===== src/rtl/csa_stream_accumulator_if.sv =====
// Operand-in / result-out handshake bundle for the carry-save stream accumulator.
// The accumulator takes the slave side; the producer/consumer side is the master.
interface csa_stream_accumulator_if #(
  parameter int WIDTH     = 8,
  parameter int ACC_WIDTH = 16,
  parameter int COUNT_W   = 8
);
  logic                 in_valid;
  logic                 in_ready;
  logic [WIDTH-1:0]     in_data;
  logic                 in_last;
  logic                 out_valid;
  logic                 out_ready;
  logic [ACC_WIDTH-1:0] out_sum;
  logic [COUNT_W-1:0]   out_count;
  logic                 out_overflow;

  modport master (
    output in_valid, in_data, in_last, out_ready,
    input  in_ready, out_valid, out_sum, out_count, out_overflow
  );

  modport slave (
    input  in_valid, in_data, in_last, out_ready,
    output in_ready, out_valid, out_sum, out_count, out_overflow
  );
endinterface


===== src/rtl/csa_stream_accumulator.sv =====
// Streams unsigned operands into a carry-save (S, C) pair, one CSA row per beat,
// then resolves the pair with a chunked multi-cycle carry-propagate adder.
module csa_stream_accumulator #(
  parameter int WIDTH     = 8,
  parameter int ACC_WIDTH = 16,
  parameter int CPA_CHUNK = 8,
  parameter int COUNT_W   = 8
) (
  input logic                    clk,
  input logic                    rst,
  csa_stream_accumulator_if.slave bus
);
  localparam int NCHUNK = ACC_WIDTH / CPA_CHUNK;
  localparam int K_W    = (NCHUNK > 1) ? $clog2(NCHUNK) : 1;

  typedef enum logic [1:0] {ACCUM, RESOLVE, DONE} state_t;

  state_t               state, state_next;
  logic [ACC_WIDTH-1:0] s, c, result;
  logic                 cin, ovf;
  logic [COUNT_W-1:0]   count;
  logic [K_W-1:0]       k;

  logic [ACC_WIDTH-1:0] x, maj;
  logic [CPA_CHUNK:0]   chunk_sum;
  logic                 beat, last_chunk, handoff;

  assign x          = ACC_WIDTH'(bus.in_data);
  assign maj        = (s & c) | (s & x) | (c & x);
  assign beat       = (state == ACCUM) && bus.in_valid;
  assign last_chunk = (k == K_W'(NCHUNK - 1));
  assign handoff    = (state == DONE) && bus.out_ready;

  // One CPA chunk per cycle; the carry between chunks travels through cin.
  always_comb begin
    chunk_sum = {1'b0, s[int'(k)*CPA_CHUNK +: CPA_CHUNK]}
              + {1'b0, c[int'(k)*CPA_CHUNK +: CPA_CHUNK]}
              + {{CPA_CHUNK{1'b0}}, cin};
  end

  always_ff @(posedge clk or posedge rst) begin
    if (rst) state <= ACCUM;
    else     state <= state_next;
  end

  always_comb begin
    // NOTE: default first so every path assigns state_next and no latch is inferred.
    state_next = state;
    unique case (state)
      ACCUM:   if (beat && bus.in_last)  state_next = RESOLVE;
      RESOLVE: if (last_chunk)           state_next = DONE;
      DONE:    if (bus.out_ready)        state_next = ACCUM;
      default:                           state_next = ACCUM;
    endcase
  end

  always_ff @(posedge clk or posedge rst) begin
    if (rst) begin
      // NOTE: non-blocking everywhere here so all registers update from pre-edge values.
      s      <= '0;
      c      <= '0;
      result <= '0;
      cin    <= 1'b0;
      count  <= '0;
      ovf    <= 1'b0;
      k      <= '0;
    end else if (beat) begin
      s     <= s ^ c ^ x;
      c     <= maj << 1;
      ovf   <= ovf | maj[ACC_WIDTH-1];
      if (count != '1) count <= count + 1'b1;
      if (bus.in_last) begin
        k   <= '0;
        cin <= 1'b0;
      end
    end else if (state == RESOLVE) begin
      result[int'(k)*CPA_CHUNK +: CPA_CHUNK] <= chunk_sum[CPA_CHUNK-1:0];
      cin <= chunk_sum[CPA_CHUNK];
      if (last_chunk) begin
        ovf <= ovf | chunk_sum[CPA_CHUNK];
        k   <= '0;
      end else begin
        k   <= k + 1'b1;
      end
    end else if (handoff) begin
      s     <= '0;
      c     <= '0;
      count <= '0;
      ovf   <= 1'b0;
    end
  end

  // Outputs come straight from registers or the state decode only.
  assign bus.in_ready     = (state == ACCUM);
  assign bus.out_valid    = (state == DONE);
  assign bus.out_sum      = result;
  assign bus.out_count    = count;
  assign bus.out_overflow = ovf;
endmodule


===== src/flat_wrapper.sv =====
// flat-port wrapper written by rule: the top's interface ports become plain ports
module csa_stream_accumulator_flat 
#(
  parameter int WIDTH     = 8,
  parameter int ACC_WIDTH = 16,
  parameter int CPA_CHUNK = 8,
  parameter int COUNT_W   = 8
)
  (clk, rst, bus_in_valid, bus_in_data, bus_in_last, bus_out_ready, bus_in_ready, bus_out_valid, bus_out_sum, bus_out_count, bus_out_overflow);
  csa_stream_accumulator_if #(.WIDTH(WIDTH), .ACC_WIDTH(ACC_WIDTH), .COUNT_W(COUNT_W)) bus_i ();
  input logic clk;
  input logic rst;
  input wire logic [$bits(bus_i.in_valid)-1:0] bus_in_valid;
  input wire logic [$bits(bus_i.in_data)-1:0] bus_in_data;
  input wire logic [$bits(bus_i.in_last)-1:0] bus_in_last;
  input wire logic [$bits(bus_i.out_ready)-1:0] bus_out_ready;
  output wire logic [$bits(bus_i.in_ready)-1:0] bus_in_ready;
  output wire logic [$bits(bus_i.out_valid)-1:0] bus_out_valid;
  output wire logic [$bits(bus_i.out_sum)-1:0] bus_out_sum;
  output wire logic [$bits(bus_i.out_count)-1:0] bus_out_count;
  output wire logic [$bits(bus_i.out_overflow)-1:0] bus_out_overflow;
  assign bus_i.in_valid = bus_in_valid;
  assign bus_i.in_data = bus_in_data;
  assign bus_i.in_last = bus_in_last;
  assign bus_i.out_ready = bus_out_ready;
  assign bus_in_ready = bus_i.in_ready;
  assign bus_out_valid = bus_i.out_valid;
  assign bus_out_sum = bus_i.out_sum;
  assign bus_out_count = bus_i.out_count;
  assign bus_out_overflow = bus_i.out_overflow;
  csa_stream_accumulator #(.WIDTH(WIDTH), .ACC_WIDTH(ACC_WIDTH), .CPA_CHUNK(CPA_CHUNK), .COUNT_W(COUNT_W)) u_core (.clk(clk), .rst(rst), .bus(bus_i));
endmodule

===== config.mk =====
export PLATFORM = sky130hd
export DESIGN_NAME = csa_stream_accumulator_flat
export DESIGN_NICKNAME = d
export VERILOG_FILES = /design/src/rtl/csa_stream_accumulator_if.sv /design/src/rtl/csa_stream_accumulator.sv /design/src/flat_wrapper.sv
export SDC_FILE = /design/constraint.sdc
export NUM_CORES = 1
export LEC_CHECK = 0
export CAP_MARGIN = 20
export CORE_ASPECT_RATIO = 0.5
export CORE_MARGIN = 2
export CORE_UTILIZATION = 55
export DETAILED_ROUTE_END_ITERATION = 8
export GPL_TIMING_DRIVEN = 0
export PLACE_DENSITY = 0.82
export SYNTH_ARGS = -nofsm -noshare
export SYNTH_HDL_FRONTEND = slang
export SYNTH_SLANG_ARGS = --single-unit

===== constraint.sdc =====
create_clock -name clk -period 8.3 [get_ports clk]
set_clock_uncertainty 0.2 [all_clocks]
set_input_delay 0.83 -clock clk [delete_from_list [all_inputs] [get_ports clk]]
set_output_delay 0.83 -clock clk [all_outputs]
set_load 0.02 [all_outputs]

==> impl_metrics.tcl, run 1 <==
set metrics [dict create \
    outcome "finished clean" \
    crit_required_ns 8.35 \
    drive_above_1_share_pct 11.9 \
    fmax_mhz 310 \
    ctsResizeCount 0 \
    synth_top_family_by_area "compound AO/OA/AOI/OAI gates" \
    start_util_pct 57.0 \
    worstReg2RegStart "u_core.k" \
    rsz0062_at_grt "no" \
    port_buffers 39 \
    die_area_mm2 0.00632 \
    ctsHoldBuffers 0 \
    track_usage_pct 25.6 \
    slew_viol_final 0 \
    synth_cell_type_count 41 \
    root_buffer "clkbuf_16" \
    drt_iter0_markers 132 \
    diodes 0 \
    drt_wl_total_um 7460 \
    synthAdderAreaFrac_pct 12.6 \
    p_clk_share_pct 24.9 \
    ys_ff_latch 60 \
    maxCapViolCount 0 \
    synth-edff-count 0 \
    synth-simple-area-share_pct 10.2 \
    synth_mux_area_share_pct 5.94 \
    clock_latency_ns 0.33 \
    cts_made_buffers 9 \
    drcViolationCount 0 \
    htree_levels 3 \
    synthCells 272 \
    ant_nets 0 \
    die_w_um 110 \
    synth_compound_area_share_pct 20.0 \
    hold_start "u_core.bus.out_sum[5]" \
    maxSlewHeadroom_pct 57.7 \
    hold_violations 0 \
    period_share_pct 38.9 \
    critPathSlowestCell "buf_1" \
    synth_area_mm2 0.00312 \
    final.min_clock_period_ns 3.22 \
    ir_drop_mv 0.222 \
    wire_per_inst_um 18.7 \
    power.density_mw_per_mm2 397 \
    crit_top_cell "fa_1" \
    crit_type "reg2reg" \
    seqPwrFrac_pct 31.0 \
    grt_pass1_vias 2523 \
    viasPerCell 6.12 \
    grt_max_degree 34 \
    syn_nets 311 \
    cts_tree "yes" \
    startpoint "u_core.k" \
    postCtsSetupRepairBufs 0 \
    crit_chain "buf_2 > buf_1 > nand2_1 > fa_1 > fa_1 > nor2b_1 > o31a_1 > o221ai_1 > a21oi_1" \
    async_flop_share_pct 100 \
    synthXorXnorAreaFrac_pct 0.562 \
    grt-ovfl-total 0 \
    antenna_found_initial 0 \
    dpl_cell_area_mm2 0.00362 \
    io_pins 40 \
    hpwl_um 5130 \
    setup_viol 0 \
    gp_congestion 0.808 \
    synth_flop_cell "dfrtp_1" \
    clk_pin_slew_ns 0.05 \
    internal_power_mw 0.953 \
    p_sw_share_pct 38.8 \
    clock_sinks 60 \
    vias 2447 \
    max_stage_delay_ns 0.51 \
    die_h_um 57.2 \
    synth_seq_area_share_pct 48.2 \
    grt_pass1_wl_um 12500 \
    yosysWarningCount 0 \
    p_leak_nw 1.84 \
    core_mm2 0.00547 \
    hp-class "reg2reg" \
    area_growth_pct 25.9 \
    cp-start-kind "register" \
    path_max_fanout 10 \
    rows 19 \
    drt-pass1-iter-count 4 \
    design_area_mm2 0.00392 \
    fin_tns_setup_ns 0 \
    clock_path_buffers 2 \
    num-nets-final 362 \
    worst_slew_pin_slew_ns 0.633 \
    synth_area_per_cell_um2 11.5 \
    crit_arrival_ns 3.28 \
    cp-end-kind "register" \
    comb_power_share_pct 44.0 \
    power.switching_mw 0.605 \
    utilization_pct 71.8 \
]
[state kept, by name, summed over array words and instances (netlist names)]
name and count:
u_core.state 2, u_core.k 1, u_core.c 15, u_core.bus.out_sum 16, u_core.bus.out_overflow 1, u_core.s 16, u_core.bus.out_count 8, u_core.cin 1
[critical path, delay by kind of cell (launching register included)]
kind / cells / cell delay, ns
buf+inv: 2 / 0.76
flops: 1 / 0.31
simple gates: 2 / 0.36
compound gates: 3 / 0.59
fa+ha+maj: 2 / 0.92
[cell type report]
class,instances,area [um^2]
Clock inverter,5,77.6
Timing Repair Buffer,40,410
Sequential cell,60,1500
Inverter,7,26.3
Tap cell,73,91.3
Clock buffer,10,229
Fill cell,382,1540
Multi-Input combinational cell,194,1540
Buffer,11,48.8
[final timing paths]
check	to	slack, ns	cells past startpoint
worst max-delay path	u_core.bus.out_overflow	5.08	9
worst min-delay path	u_core.bus.out_sum[5]	0.28	2
worst max register to register	u_core.bus.out_overflow	5.08	9
worst min register to register	u_core.bus.out_sum[5]	0.28	2
max in group asynchronous	u_core.c[9]	6.58	3
min in group asynchronous	u_core.bus.out_overflow	0.71	2
[stage by stage]
| step | power, mW | worst slack, ns | hold WS, ns | instances |
|---|---|---|---|---|
| finish | 1.56 | 5.08 | 0.278 | 400 |
| global route | 1.65 | 4.91 | 0.296 | 400 |
| CTS | 1.56 | 5.10 | 0.276 | 400 |
| detailed placement | 1.16 | 5.19 | 0.265 | 385 |
| global placement | 1.12 | 4.79 | 0.266 | 384 |
| floorplan | 0.916 | 5.64 | 0.247 | 272 |
[cells in the mapped netlist (all sizes together) (2+ instances only)]
cell type	instances	area (um^2)
xor2	2	17.5
clkbuf	4	15.0
mux2i	5	50.1
mux2	12	135
buf	7	33.8
o21ai	12	60.1
o211ai	2	15.0
nor4	2	18.8
nand3	11	60.1
o21a	7	52.6
o211a	2	20.0
a21oi	9	45.0
dfrtp	60	1500
nor3	5	25.0
ha	17	213
o31ai	11	87.6
nand2	33	124
a21o	2	15.0
fa	9	180
a22o	31	272
nor2	6	22.5
nor2b	3	18.8
inv	7	26.3
[cells by family after synthesis]
family,after synthesis
AO/OA/AOI/OAI,83
XOR/XNOR,2
adder cells (fa/ha/maj),26
buffers and inverters,18
flip-flops,60
multiplexers,17
AND/OR/NAND/NOR,66
[power by group through the flow]
stage                     logic [mW]  clock network [mW]  registers, mW
after detailed placement       0.672                   0          0.484
after global routing           0.750               0.405          0.497
after global placement         0.642                   0          0.479
after floorplan                0.400                   0          0.516
final                          0.685               0.389          0.484
after CTS                      0.685               0.393          0.482
[layer usage]
metal | wire, um | global-route usage (%) | vias up
met2 | 3510 | 41.9 | 72
li1 | - | - | 1108
met3 | 356 | 8.40 | 15
met1 | 3480 | 33.1 | 1252
met4 | 116 | 8.75 | 0
met5 | 0 | 0 | -
[layout by cell type, fill, tap and decap left out, types with 3 or more instances in the layout]
master | Yosys | routed
nor2b_1 | 3 | 3
a22o_1 | 31 | 31
buf_2 | 6 | 6
dfrtp_1 | 60 | 60
clkbuf_16 | 0 | 9
o21a_1 | 7 | 7
inv_1 | 7 | 6
mux2i_1 | 5 | 5
o21ai_1 | 10 | 10
clkdlybuf4s50_1 | 0 | 39
nand3_1 | 10 | 10
fa_1 | 9 | 9
o31ai_1 | 10 | 10
clkbuf_1 | 4 | 5
nand2_1 | 33 | 33
a21oi_1 | 9 | 9
ha_1 | 17 | 17
nor2_1 | 6 | 6
mux2_2 | 12 | 12
nor3_1 | 5 | 5
No activity file was read; power rests on OpenSTA's default activity.
==> run 2: changes to the inputs <==
- clock period: 8.3 -> 3 ns (I/O delays scaled with it)
==> impl_metrics.tcl, run 2 (same netlist as run 1, synthesis figures left out) <==
set metrics [dict create \
    outcome "finished clean" \
    rr_endpoint "u_core.bus.out_overflow" \
    die_h_um 57.2 \
    root_buffer "clkbuf_16" \
    drt_iter0_markers 161 \
    drt_wl_total_um 7410 \
    wire_per_inst_um 18.6 \
    clock_latency_ns 0.33 \
    dpl_cell_area_mm2 0.00362 \
    place_inst 385 \
    total_power_mw 4.30 \
    p_leak_nw 1.83 \
    grt_pass1_wl_um 12500 \
    gp_congestion 0.808 \
    crit_arrival_ns 2.90 \
    start_util_pct 57.0 \
    grt-ovfl-total 0 \
    worstReg2RegStart "u_core.k" \
    p_clk_share_pct 25.0 \
    p_sw_share_pct 38.8 \
    ant_nets 0 \
    use_met2_pct 41.5 \
    cp-start-kind "register" \
    top_usage_layer "met2" \
    drt-pass1-iter-count 4 \
    htree_levels 3 \
    clock_sinks 60 \
    rows 19 \
    die_area_mm2 0.00632 \
    track_usage_pct 25.5 \
    critical_path_buf_inv_count 1 \
    max_stage_delay_ns 0.48 \
    cts_made_buffers 9 \
    period_share_pct 94.7 \
    setup_viol 0 \
    drcViolationCount 0 \
    crit_required_ns 3.06 \
    comb_power_share_pct 43.9 \
    r2r_slack_ns 0.16 \
    maxSlewHeadroom_pct 57.6 \
    maxCapViolCount 0 \
    gr-usage-met3_pct 8.40 \
    die_w_um 110 \
    rr_worst_depth 8 \
    grt_max_degree 34 \
    fmax_mhz 352 \
    hold_violations 0 \
    area_growth_pct 25.8 \
    final_cell_mix "dfrtp_1 (60), clkdlybuf4s50_1 (39), nand2_1 (33), a22o_1 (31), ha_1 (17)" \
    hpwl_um 5130 \
    clock_path_buffers 2 \
    utilization_pct 71.7 \
    num-nets-final 361 \
    design_area_mm2 0.00392 \
    critPathSlowestCell "fa_1" \
    layout_commonest_cell "dfrtp_1" \
    core_mm2 0.00547 \
    cp-end-kind "register" \
    ctsHoldBuffers 0 \
    crit_type "reg2reg" \
    ctsResizeCount 0 \
    seqPwrFrac_pct 31.1 \
    hp-class "in2async" \
    crit_chain "buf_2 > nand2_1 > fa_1 > fa_1 > nor2b_1 > o31a_1 > o221ai_1 > a21oi_1" \
    power.switching_mw 1.67 \
    crit_family "adder cells" \
    clk_pin_slew_ns 0.05 \
    diodes 0 \
    io_pins 40 \
    hold_slack_ns 0.180 \
    rsz0062_at_grt "no" \
    slew_viol_final 0 \
    drive_above_1_share_pct 12.0 \
    internal_power_mw 2.63 \
    postCtsSetupRepairBufs 0 \
    viasPerCell 6.14 \
    ir_drop_mv 0.616 \
    use_met1_pct 33.0 \
    worst_slew_pin_slew_ns 0.635 \
    power.density_mw_per_mm2 1100 \
    path_max_fanout 19 \
    final.min_clock_period_ns 2.84 \
    vias 2448 \
    antenna_found_initial 0 \
    fin_cells 399 \
    cts_tree "yes" \
    crit_top_cell "fa_1" \
    port_buffers 39 \
    grt_pass1_vias 2517 \
]
## run 2: changes by cell type in the layout (fill, tap and decap cells not counted), sizes merged
cell and change:
buf -1
## run 2: per-stage QoR
| step | setup TNS, ns | setup slack [ns] |
|---|---|---|
| 2_1_floorplan | 0 | 0.340 |
| 3_3_place_gp | -0.0326 | -0.0326 |
| 3_5_place_dp | -0.248 | -0.107 |
| 4_1_cts | 0 | 0.198 |
| 5_1_grt | 0 | 0.0374 |
| 6_report | 0 | 0.158 |
## run 2: worst max path at each step
stage          cells after the start      from  slack, ns                 endpoint
2_1_floorplan                      9  u_core.k       0.34  u_core.bus.out_overflow
3_3_place_gp                       9  u_core.k      -0.03  u_core.bus.out_overflow
3_5_place_dp                       9  u_core.k      -0.11  u_core.bus.out_overflow
4_1_cts                            8  u_core.k       0.20  u_core.bus.out_overflow
5_1_grt                            8  u_core.k       0.04  u_core.bus.out_overflow
6_report                           8  u_core.k       0.16  u_core.bus.out_overflow
## run 2: power by group through the flow
stage | sequential [mW] | combinational (mW) | clock, mW
finish | 1.34 | 1.89 | 1.08
global route | 1.38 | 2.07 | 1.12
CTS | 1.33 | 1.89 | 1.09
detailed placement | 1.34 | 1.86 | 0
global placement | 1.32 | 1.78 | 0
floorplan | 1.43 | 1.11 | 0
## run 2: cell type report
| type | count | area [um^2] |
|---|---|---|
| Fill cell | 383 | 1550 |
| Multi-Input combinational cell | 194 | 1540 |
| Sequential cell | 60 | 1500 |
| Timing Repair Buffer | 40 | 410 |
| Clock buffer | 10 | 229 |
| Tap cell | 73 | 91.3 |
| Clock inverter | 5 | 77.6 |
| Buffer | 10 | 45.0 |
| Inverter | 7 | 26.3 |
## run 2: routing by layer
layer	wire [um]	vias up
met1	3290	1222
li1	-	1109
met4	129	0
met2	3490	103
met5	0	-
met3	498	14
